### src/rtl/glitch_sweep_if.sv
// Control/status bundle between the glitch sweep sequencer (slave) and whatever drives it (master).
interface glitch_sweep_if;
    logic        start;
    logic        abort;
    logic        trigger;
    logic        success;
    logic [31:0] delay;
    logic        set_delay;
    logic        trigger_arm;
    logic        success_arm;
    logic        target_reset;
    logic        busy;
    logic        found;
    logic [31:0] found_delay;
    logic [31:0] attempt_count;

    modport master (
        output start, abort, trigger, success,
        input  delay, set_delay, trigger_arm, success_arm, target_reset,
               busy, found, found_delay, attempt_count
    );

    modport slave (
        input  start, abort, trigger, success,
        output delay, set_delay, trigger_arm, success_arm, target_reset,
               busy, found, found_delay, attempt_count
    );
endinterface

### src/rtl/glitch_sweep.sv
// Clock-glitch delay sweep sequencer: load delay, power-cycle target, arm trigger, await success.
// Optional GLITCH_SWEEP_ATTEMPTS_EN repeats each delay value ATTEMPTS times before advancing.
module glitch_sweep #(
    parameter logic [31:0] DELAY_START  = 32'd0,
    parameter logic [31:0] DELAY_STEP   = 32'd1,
    parameter logic [31:0] DELAY_END    = 32'd1000,
    parameter int unsigned RESET_WAIT   = 4800200,
    parameter int unsigned TRIG_TIMEOUT = 4800000,
    parameter int unsigned RES_TIMEOUT  = 48000,
    parameter int unsigned ATTEMPTS     = 4
) (
    input  logic          clk,
    input  logic          rst,
    glitch_sweep_if.slave bus
);

    typedef enum logic [2:0] {IDLE, LOAD, RESET, ARM, WAIT_RES, NEXT, DONE} state_e;

    state_e      state_q, state_d;
    logic [31:0] cnt_q, cnt_d;
    logic [31:0] cur_q, cur_d;
    logic [31:0] attempt_count_q, attempt_count_d;
    logic        found_q, found_d;
    logic [31:0] found_delay_q, found_delay_d;

    logic [31:0] cnt_inc;
    logic [32:0] next_cur;
    logic        sweep_start;
    logic        last_try;

    assign cnt_inc     = cnt_q + 32'd1;
    // 33-bit sum so a carry out reads as "past the end" instead of wrapping to a small delay
    assign next_cur    = {1'b0, cur_q} + {1'b0, DELAY_STEP};
    assign sweep_start = !bus.abort && bus.start && (state_q == IDLE || state_q == DONE);

`ifdef GLITCH_SWEEP_ATTEMPTS_EN
    logic [31:0] try_q, try_d;

    assign last_try = (try_q + 32'd1 >= ATTEMPTS);

    always_comb begin
        try_d = try_q;
        if (sweep_start) begin
            try_d = '0;
        end else if (state_q == NEXT && !bus.abort) begin
            try_d = last_try ? '0 : try_q + 32'd1;
        end
    end

    always_ff @(posedge clk or negedge rst) begin
        if (!rst) begin
            try_q <= '0;
        end else begin
            try_q <= try_d;
        end
    end
`else
    logic [31:0] unused_attempts;
    assign unused_attempts = ATTEMPTS;
    assign last_try        = 1'b1;
`endif

    always_comb begin
        state_d         = state_q;
        cnt_d           = cnt_q;
        cur_d           = cur_q;
        attempt_count_d = attempt_count_q;
        found_d         = found_q;
        found_delay_d   = found_delay_q;

        if (bus.abort) begin
            state_d = IDLE;
        end else if (sweep_start) begin
            cur_d           = DELAY_START;
            attempt_count_d = '0;
            found_d         = 1'b0;
            state_d         = LOAD;
        end else begin
            case (state_q)
                LOAD: begin
                    cnt_d   = '0;
                    state_d = RESET;
                end
                RESET: begin
                    if (cnt_q == RESET_WAIT) begin
                        cnt_d   = '0;
                        state_d = ARM;
                    end else begin
                        cnt_d = cnt_inc;
                    end
                end
                ARM: begin
                    if (bus.trigger) begin
                        cnt_d   = '0;
                        state_d = WAIT_RES;
                    end else if (cnt_inc >= TRIG_TIMEOUT) begin
                        state_d = NEXT;
                    end else begin
                        cnt_d = cnt_inc;
                    end
                end
                WAIT_RES: begin
                    if (bus.success) begin
                        found_d       = 1'b1;
                        found_delay_d = cur_q;
                        state_d       = DONE;
                    end else if (cnt_inc >= RES_TIMEOUT) begin
                        state_d = NEXT;
                    end else begin
                        cnt_d = cnt_inc;
                    end
                end
                NEXT: begin
                    attempt_count_d = attempt_count_q + 32'd1;
                    if (!last_try) begin
                        state_d = LOAD;
                    end else if (next_cur > {1'b0, DELAY_END}) begin
                        state_d = DONE;
                    end else begin
                        cur_d   = next_cur[31:0];
                        state_d = LOAD;
                    end
                end
                default: begin
                    state_d = state_q;
                end
            endcase
        end
    end

    always_ff @(posedge clk or negedge rst) begin
        if (!rst) begin
            state_q         <= IDLE;
            cnt_q           <= '0;
            cur_q           <= DELAY_START;
            attempt_count_q <= '0;
            found_q         <= 1'b0;
            found_delay_q   <= '0;
        end else begin
            state_q         <= state_d;
            cnt_q           <= cnt_d;
            cur_q           <= cur_d;
            attempt_count_q <= attempt_count_d;
            found_q         <= found_d;
            found_delay_q   <= found_delay_d;
        end
    end

    // Arm levels are gated by abort so the edge detectors are released in the abort cycle itself
    assign bus.delay         = cur_q;
    assign bus.set_delay     = (state_q == LOAD);
    assign bus.target_reset  = (state_q == RESET) && (cnt_q == '0);
    assign bus.trigger_arm   = (state_q == ARM) && !bus.abort;
    assign bus.success_arm   = (state_q == WAIT_RES) && !bus.abort;
    assign bus.busy          = (state_q != IDLE) && (state_q != DONE);
    assign bus.found         = found_q;
    assign bus.found_delay   = found_delay_q;
    assign bus.attempt_count = attempt_count_q;

endmodule

### src/flat_wrapper.sv
// flat-port wrapper written by rule: the top's interface ports become plain ports
module glitch_sweep_flat 
#(
    parameter logic [31:0] DELAY_START  = 32'd0,
    parameter logic [31:0] DELAY_STEP   = 32'd1,
    parameter logic [31:0] DELAY_END    = 32'd1000,
    parameter int unsigned RESET_WAIT   = 4800200,
    parameter int unsigned TRIG_TIMEOUT = 4800000,
    parameter int unsigned RES_TIMEOUT  = 48000,
    parameter int unsigned ATTEMPTS     = 4
)
  (clk, rst, bus_start, bus_abort, bus_trigger, bus_success, bus_delay, bus_set_delay, bus_trigger_arm, bus_success_arm, bus_target_reset, bus_busy, bus_found, bus_found_delay, bus_attempt_count);
  glitch_sweep_if bus_i ();
  input  logic clk;
  input  logic rst;
  input wire logic [$bits(bus_i.start)-1:0] bus_start;
  input wire logic [$bits(bus_i.abort)-1:0] bus_abort;
  input wire logic [$bits(bus_i.trigger)-1:0] bus_trigger;
  input wire logic [$bits(bus_i.success)-1:0] bus_success;
  output wire logic [$bits(bus_i.delay)-1:0] bus_delay;
  output wire logic [$bits(bus_i.set_delay)-1:0] bus_set_delay;
  output wire logic [$bits(bus_i.trigger_arm)-1:0] bus_trigger_arm;
  output wire logic [$bits(bus_i.success_arm)-1:0] bus_success_arm;
  output wire logic [$bits(bus_i.target_reset)-1:0] bus_target_reset;
  output wire logic [$bits(bus_i.busy)-1:0] bus_busy;
  output wire logic [$bits(bus_i.found)-1:0] bus_found;
  output wire logic [$bits(bus_i.found_delay)-1:0] bus_found_delay;
  output wire logic [$bits(bus_i.attempt_count)-1:0] bus_attempt_count;
  assign bus_i.start = bus_start;
  assign bus_i.abort = bus_abort;
  assign bus_i.trigger = bus_trigger;
  assign bus_i.success = bus_success;
  assign bus_delay = bus_i.delay;
  assign bus_set_delay = bus_i.set_delay;
  assign bus_trigger_arm = bus_i.trigger_arm;
  assign bus_success_arm = bus_i.success_arm;
  assign bus_target_reset = bus_i.target_reset;
  assign bus_busy = bus_i.busy;
  assign bus_found = bus_i.found;
  assign bus_found_delay = bus_i.found_delay;
  assign bus_attempt_count = bus_i.attempt_count;
  glitch_sweep #(.DELAY_START(DELAY_START), .DELAY_STEP(DELAY_STEP), .DELAY_END(DELAY_END), .RESET_WAIT(RESET_WAIT), .TRIG_TIMEOUT(TRIG_TIMEOUT), .RES_TIMEOUT(RES_TIMEOUT), .ATTEMPTS(ATTEMPTS)) u_core (.clk(clk), .rst(rst), .bus(bus_i));
endmodule
### config.mk
export PLATFORM = sky130hd
export DESIGN_NAME = glitch_sweep_flat
export DESIGN_NICKNAME = d
export VERILOG_FILES = /design/src/rtl/glitch_sweep_if.sv /design/src/rtl/glitch_sweep.sv /design/src/flat_wrapper.sv
export SDC_FILE = /design/constraint.sdc
export NUM_CORES = 1
export LEC_CHECK = 0
export CORE_ASPECT_RATIO = 1.4
export CORE_MARGIN = 5
export CORE_UTILIZATION = 30
export DETAILED_ROUTE_END_ITERATION = 12
export GPL_ROUTABILITY_DRIVEN = 0
export PLACE_DENSITY = 0.52
export SLEW_MARGIN = 20
export SYNTH_ARGS = -nofsm -noshare
export SYNTH_HDL_FRONTEND = slang
export SYNTH_SLANG_ARGS = --single-unit
### constraint.sdc
create_clock -name clk -period 9.3 [get_ports clk]
set_clock_uncertainty 0.15 [all_clocks]
set_input_delay 1.395 -clock clk [delete_from_list [all_inputs] [get_ports clk]]
set_output_delay 1.395 -clock clk [all_outputs]
set_load 0.02 [all_outputs]
# --- Yosys cells after proc, flatten, opt, wreduce, memory -nomap -nowiden ---
# Index checks and enable logic that the tools add are counted.
op_classes:
  n_addsub: 3
  order_cmp: 3
  eq_ne: 15
  mux: 23
  bitwise_logic: 2
  reduce_logical: 22
ops:
  columns: ["operator", "n"]
  rows:
  - ["2-to-1 mux 32 bit", 10]
  - ["case mux 32 bit (4 select lines)", 1]
  - ["adder 32 x 1 -> 32 bit, second input constant", 2]
  - ["adder 32 x 1 -> 33 bit, second input constant", 1]
  - ["greater-than comparator 33 x 10 -> 1 bit, second input constant", 1]
  - ["equality test 32 x 23 -> 1 bit, second input constant", 1]
  - [">= comparator 32 x 16 -> 1 bit, second input constant", 1]
  - [">= comparator 32 x 23 -> 1 bit, second input constant", 1]
  - ["logical NOT 32 bit", 1]
  - ["2-to-1 mux 3 bit", 8]
  - ["case mux 3 bit (5 select lines)", 1]
  - ["!= test 5 x 3 -> 1 bit, second input constant", 2]
  - ["equality test 3 bit, second input constant", 3]
  - ["AND reduction 4 bit", 2]
  - ["nonzero test 7 bit", 1]
  - ["equality test 3 x 2 -> 1 bit, second input constant", 2]
  - ["logical AND 1 bit", 6]
  - ["!= test 3 bit, second input constant", 2]
  - ["AND reduction 3 bit", 2]
  - ["AND reduction 6 bit", 1]
  - ["nonzero test 2 bit", 3]
  - ["!= test 2 bit, second input constant", 2]
  - ["!= test 4 x 2 -> 1 bit, second input constant", 1]
  - ["nonzero test 4 bit", 1]
  - ["other kinds (9)", 12]
word_totals:
  register_bits: 132
  in_bits: 6
  out_inout_bits: 102
  word_cells: 74

# --- Depth between registers and ports, before layout ---
# Gate-level depths: netlist (run 1).
depth:
  word_depth: 7
  depth_mapped: 13
  mapped_depth_nobuf: 10

# --- Least setup slack after synthesis (run 1) ---
# No wires, ideal clock.
synth_path:
  path_type: "input -> output"
  from: "in bus_abort"
  to: "out bus_success_arm"
  arrival_ns: 2.098
  slack_ns: 5.657
  path_stages: 3
  path_buffers: 0
  path_cell_list: "inv_1 > nand2_1 > nor3_1"
synth_between:
  elab_chain_cells: 2
synth_rtl:
  columns: ["element", "line", "text"]
  rows:
  - ["start, declared", "flat_wrapper.sv:17", "input wire logic [$bits(bus_i.abort)-1:0] bus_abort;"]
  - ["logical NOT 1 bit", "glitch_sweep.sv:154", "assign bus.success_arm = (state_q == WAIT_RES) && !bus.abort;"]
  - ["logical AND 1 bit", "glitch_sweep.sv:154", null]
  - ["end, declared", "flat_wrapper.sv:23", "output wire logic [$bits(bus_i.success_arm)-1:0] bus_success_arm;"]
# No other way between the ends.

# --- Final worst setup path (run 1) ---
# Ends and elaborated chain as after synthesis.

==> results of run 1 <==
==> cell usage after synthesis (3+ instances only) <==
library cell,count,area [sq um]
a211oi_1,5,37.5
a21o_1,5,37.5
a21oi_1,19,95.1
a31oi_1,11,68.8
and2_1,11,68.8
and3_1,40,250
and4_1,14,123
buf_2,10,50.1
buf_4,3,22.5
buf_6,3,33.8
clkbuf_1,39,146
dfrtp_1,132,3300
ha_1,5,62.6
inv_1,15,56.3
mux2_2,35,394
mux2i_1,10,100
nand2_1,63,236
nand2b_1,7,43.8
nand3_1,48,240
nand4_1,28,175
nand4b_1,3,26.3
nor2_1,92,345
nor2b_1,5,31.3
nor3_1,22,110
nor3b_1,4,30.0
nor4_1,13,81.3
nor4_2,3,37.5
nor4b_1,4,35.0
o211ai_1,4,30.0
o21ai_0,58,290
o31ai_1,19,143
o32ai_1,4,35.0
o41ai_1,3,26.3
o41ai_2,5,81.3
or2_2,6,37.5
or3_1,10,62.6
or4_1,3,22.5
xnor2_1,21,184
xor2_1,24,210
==> layer usage <==
layer | part of all wire | vias up | track usage
li1 | - | 3283 | -
met1 | 0.43 | 3282 | 0.182
met2 | 0.51 | 138 | 0.268
met3 | 0.033 | 32 | 0.0307
met4 | 0.026 | 0 | 0.0575
met5 | 0 | - | 0
==> logic make-up after synthesis <==
family | share of synthesized area
DFF | 0.425
AOI/OAI and AO/OA | 0.145
adders and majority gates | 0.00804
buffers and inverters | 0.0409
and+or+nand+nor | 0.267
muxes | 0.0635
xor gates and xnor gates | 0.0507
==> worst max-delay path, delay by kind of cell <==
family	cells	cell delay, ns
AND/OR/NAND/NOR	2	0.32
buffers and inverters	3	1.47
==> flip-flops by register name (all words and copies together), names as in the netlist <==
name	count
u_core.cnt_q	32
u_core.bus.found_delay	32
u_core.state_q	3
u_core.bus.delay	32
u_core.bus.found	1
u_core.bus.attempt_count	32
==> power groups by stage <==
stage / combinational (mW) / sequential (mW) / clock (mW)
after floorplan: 0.176 / 0.616 / 0
after global placement: 0.269 / 0.622 / 0
after detailed placement: 0.269 / 0.622 / 0
after CTS: 0.271 / 0.611 / 0.666
after global routing: 0.299 / 0.614 / 0.689
final: 0.264 / 0.611 / 0.647
==> cell type report <==
class                   instances  area (sq um)  area share
clock buffers                  21           450      0.0469
clock inverters                11           110      0.0115
repair buffers                114          1120       0.117
inverters                      16          60.1     0.00625
well taps                     319           399      0.0415
multi-input cells             645          4160       0.433
flip-flops and latches        132          3300       0.344
==> how the worst max path moves through the flow <==
stage	to	cells after the start	slack, ns	from
after floorplan	bus_success_arm	3	5.66	bus_abort
after global placement	u_core.bus.attempt_count[26]	10	4.48	bus_start
after global routing	u_core.bus.attempt_count[26]	10	4.37	bus_start
after detailed placement	u_core.bus.attempt_count[26]	10	4.43	bus_start
after CTS	bus_success_arm	5	4.58	bus_abort
final	bus_success_arm	5	4.58	bus_abort
==> per-stage QoR <==
step           instances  power, mW  hold slack [ns]  setup WS [ns]  cell area [sq um]
2_1_floorplan        849      0.791            0.352           5.66               7780
4_1_cts             1258       1.55            0.333           4.58               9610
6_report            1258       1.52            0.325           4.58               9610
3_5_place_dp        1226      0.891            0.320           4.43               9050
5_1_grt             1258       1.60            0.362           4.37               9610
3_3_place_gp        1226      0.891            0.310           4.48               9050
==> metrics, run 1 <==
hold path depth 2; IR drop worst, VDD 0.000121 V; CTS tree done; Routed WL 22.1 mm; Hold Path End u_core.bus.found_delay[4]; Rows 69; CTS Buffer Depth 2; Post-CTS Setup Bufs 0; Die Wd 146 um; final setup violation count 0; FILL cells 2559; static leakage 4.11 nW; synth unique cells 72; crit-path cells clkdlybuf4s50_1 > inv_1 > nand2_1 > nor3_1 > clkdlybuf4s50_1; Num CTS Buffers 17; Die H 201 um; first-pass GRT wire length 36.5 mm; worst reg2reg setup slack 4.98 ns; net switching power 0.443 mW; Clk pwr share 0.425; HP Start u_core.bus.found_delay[4]; clock sinks 132; RSZ-0062 raised after global routing false; cts repair resizes 0; Setup TNS 0 ns; Synth Instances 849; sequential power share 0.402; fin crit period 4.72 ns; die area 29300 sq um; Worst R2R Path Depth 12; main flop type after synthesis dfrtp_1; layout cell share with drive strength beyond 1 0.106; CTS Hold Bufs 0; worst min path class reg2reg; number of inserted diodes 0; DR pass1 iterations 5; YS warnings 0; Via density 5.35; commonest non-fill, non-tap cell in the layout dfrtp_1; Tot GR Track Use 0.152; Starting Density 0.305; CP startpoint kind primary input; vias in the first global route 6759; clk_lat worst skew 0.42 ns; ys async rst share 1.00; EDFF count, synth 0; remaining global-route overflow 0; R2R Path End u_core.cnt_q[6]; pin slew with the least headroom to its limit 0.995 ns; Slew headroom 0.335; FF-to-FF Start u_core.cnt_q[0]; Setup CP Type in2out; nets 937; CP arrival 3.18 ns; crit-path max FO 6; largest net degree at the start of global routing 69; period utilisation layout 0.508; final hold vios 0; Clock transition at path regs 0.05 ns; Max Cap Viol 0; number of synthesized register bits 132; max-slew violations 0; post-synthesis sequential area ratio 0.425; crit end category output pin; port buffer count 107; clk root buf clkbuf_16; antenna-violating nets left 0; syn_nets 860; most frequent cells in the layout 132 x dfrtp_1, 106 x clkdlybuf4s50_1, 91 x nor2_1; DP HPWL 15.6 mm; Avg Cell Area, Syn 9.16 sq um; antenna violations before repair 0; Core ar. 25500 sq um; Mapped Area 7780 sq um; H-Tree Level Count 4; Worst path slowest cell clkdlybuf4s50_1; vias 6735; Gate power share 0.173; synth-to-layout area growth 23.5%; drt first-iter violations 421; Cell Pwr Density 158 nW/um^2; drt drc 0; CP dominant cell by count clkdlybuf4s50_1; Highest Clock Rate 0.212 GHz; I/O pins 108; CP required 7.76 ns; Largest stage delay, worst path 0.69 ns; fin util 0.377; status finished, final reports clean; Avg WL per Cell 17.6 um; switching share of power 0.291; Pint 1.08 mW
No activity file was read; power rests on OpenSTA's default activity.
==> run 2: changes to the inputs <==
--- a/config.mk
+++ b/config.mk
@@ -10,7 +10,7 @@
 export CORE_UTILIZATION = 30
 export DETAILED_ROUTE_END_ITERATION = 12
 export GPL_ROUTABILITY_DRIVEN = 0
-export PLACE_DENSITY = 0.52
+export PLACE_DENSITY = 0.54
 export SLEW_MARGIN = 20
 export SYNTH_ARGS = -nofsm -noshare
 export SYNTH_HDL_FRONTEND = slang
==> constraint.sdc (replaced) <==
create_clock -name clk -period 4 [get_ports clk]
set_clock_uncertainty 0.15 [all_clocks]
set_input_delay 0.6 -clock clk [delete_from_list [all_inputs] [get_ports clk]]
set_output_delay 0.6 -clock clk [all_outputs]
set_load 0.02 [all_outputs]
==> metrics, run 2 (same netlist as run 1, synthesis figures left out) <==
FF-to-FF Start u_core.cnt_q[0]; vias in the first global route 6989 (+3.4%); dpl cells 1250 (+2.0%); fin crit period 3.67 ns; number of inserted diodes 0 (unchanged); CP endpoint u_core.cnt_q[22]; layout cell share with drive strength beyond 1 0.133 (+0.0264); synth-to-layout area growth 26.6%; IR drop worst, VDD 0.000273 V (+120%); Clock transition at path regs 0.06 ns (about the same); final hold vios 0 (unchanged); Routed WL 22.9 mm (+3.6%); CP startpoint kind flip-flop; most frequent cells in the layout 132 x dfrtp_1, 106 x clkdlybuf4s50_1, 91 x nor2_1; pin slew with the least headroom to its limit 0.783 ns (-0.213 ns); crit end category flip-flop; antenna violations before repair 0 (unchanged); Tot GR Track Use 0.158 (+0.00572); Die H 201 um (unchanged); WHS 0.0624 ns (-0.263 ns); total power 3.60 mW (+140%); Die Wd 146 um (unchanged); CP required 4.17 ns (-3.59 ns); Num CTS Buffers 17 (unchanged); Worst R2R Path Depth 11 (-1); vias 6942 (+3.1%); Avg WL per Cell 17.8 um (+1.6%); clock sinks 132 (unchanged); CTS tree done; H-Tree Level Count 4 (unchanged); FILL cells 2594 (+1.4%); Cell Area, Placed 9250 sq um (+2.3%); final instance count without filler cells 1282 (+1.9%); Core ar. 25500 sq um (unchanged); drt drc 0 (unchanged); clk root buf clkbuf_16; clk_lat worst skew 0.43 ns (about the same); status finished, final reports clean; largest net degree at the start of global routing 82 (+19%); DR pass1 iterations 5 (unchanged); worst min path class in2async; max-slew violations 0 (unchanged); Rows 69 (unchanged); CP arrival 3.84 ns (+0.66 ns); RSZ-0062 raised after global routing false; Max Cap Viol 0 (unchanged); remaining global-route overflow 0 (unchanged); fin util 0.387 (+0.00943); crit-path max FO 31 (+25); Cell Pwr Density 366 nW/um^2 (+130%); Final WS setup 0.333 ns (-4.24 ns); R2R Path End u_core.cnt_q[22]; final setup violation count 0 (unchanged); Setup TNS 0 ns (unchanged); port buffer count 107 (unchanged); Highest Clock Rate 0.273 GHz; period utilisation layout 0.917; Via density 5.41 (+1.1%); Setup CP Type reg2reg; worst reg2reg setup slack 0.33 ns (-4.65 ns); die area 29300 sq um (unchanged); nets 961 (+2.6%); CTS Buffer Depth 2 (unchanged); Slew headroom 0.478 (+0.143); static leakage 4.26 nW (+3.7%); drt first-iter violations 362 (-14%); commonest non-fill, non-tap cell in the layout dfrtp_1; I/O pins 108 (unchanged); Setup WS pre-CTS 0.319 ns (-4.11 ns); Starting Density 0.305 (unchanged); Post-CTS Setup Bufs 0 (unchanged); antenna-violating nets left 0 (unchanged); first-pass GRT wire length 37.8 mm (+3.5%); CTS Hold Bufs 0 (unchanged); post-route cell area 9850 sq um (+2.5%); critical path startpoint u_core.cnt_q[0]; DP HPWL 16.3 mm (+4.5%)
## run 2: cell types whose count changed in the layout (fill, tap and decap cells not counted)
cell / previous run / this run
clkinv_2: 7 / 4
clkbuf_1: 3 / 1
buf_4: 7 / 29
clkinvlp_4: 2 / 5
nor4_2: 3 / 2
nor4_4: 1 / 2
buf_12: 0 / 2
nor3_1: 22 / 21
or4_4: 0 / 1
clkinv_4: 0 / 2
nor3_2: 0 / 1
or4_1: 3 / 2
## run 2: per-layer routing
metal / share of wire / wire length, um / global-route usage / up-vias
met5: 0 / 0 / 0 / -
met4: 0.017 / 392 / 0.0572 / 0
met3: 0.043 / 985 / 0.0307 / 30
met2: 0.53 / 12100 / 0.285 / 183
met1: 0.41 / 9430 / 0.184 / 3410
li1: - / - / - / 3319
## run 2: how the worst min path moves through the flow
stage                                  end  cells past startpoint
2_1_floorplan  u_core.bus.attempt_count[0]                      0
3_3_place_gp     u_core.bus.found_delay[7]                      2
3_5_place_dp     u_core.bus.found_delay[4]                      2
4_1_cts         u_core.bus.found_delay[20]                      1
5_1_grt         u_core.bus.found_delay[18]                      1
6_report        u_core.bus.found_delay[19]                      1
## run 2: layout make-up
| class | count | area, sq um | area share |
|---|---|---|---|
| clock buffers | 19 | 443 | 0.0450 |
| clock inverters | 13 | 135 | 0.0137 |
| inverters | 16 | 60.1 | 0.00610 |
| multi-input cells | 645 | 4180 | 0.424 |
| flip-flops and latches | 132 | 3300 | 0.335 |
| well taps | 319 | 399 | 0.0405 |
| repair buffers | 138 | 1330 | 0.135 |
## run 2: timing repair
action,in CTS,in global routing
resized for setup,0,3
hold endpoints to repair,0,0
setup endpoints to repair,0,3
## run 2: power breakdown
part	internal [mW]	switching, mW	total, mW
clock network	0.929	0.617	1.55
registers	1.37	0.0551	1.42
logic	0.233	0.403	0.636
total	2.53	1.08	3.60
## run 2: worst max-delay path: stages, from the launching register on
cell and delay [ns]:
dfrtp_1 0.42, ha_1 0.28, nand4_1 0.24, or4_4 0.64
or3_4 0.37, o211ai_2 0.17, o311ai_1 0.13, a211oi_1 0.31
o221ai_2 0.14, or2_1 0.26, buf_12 0.17, o31ai_1 0.25
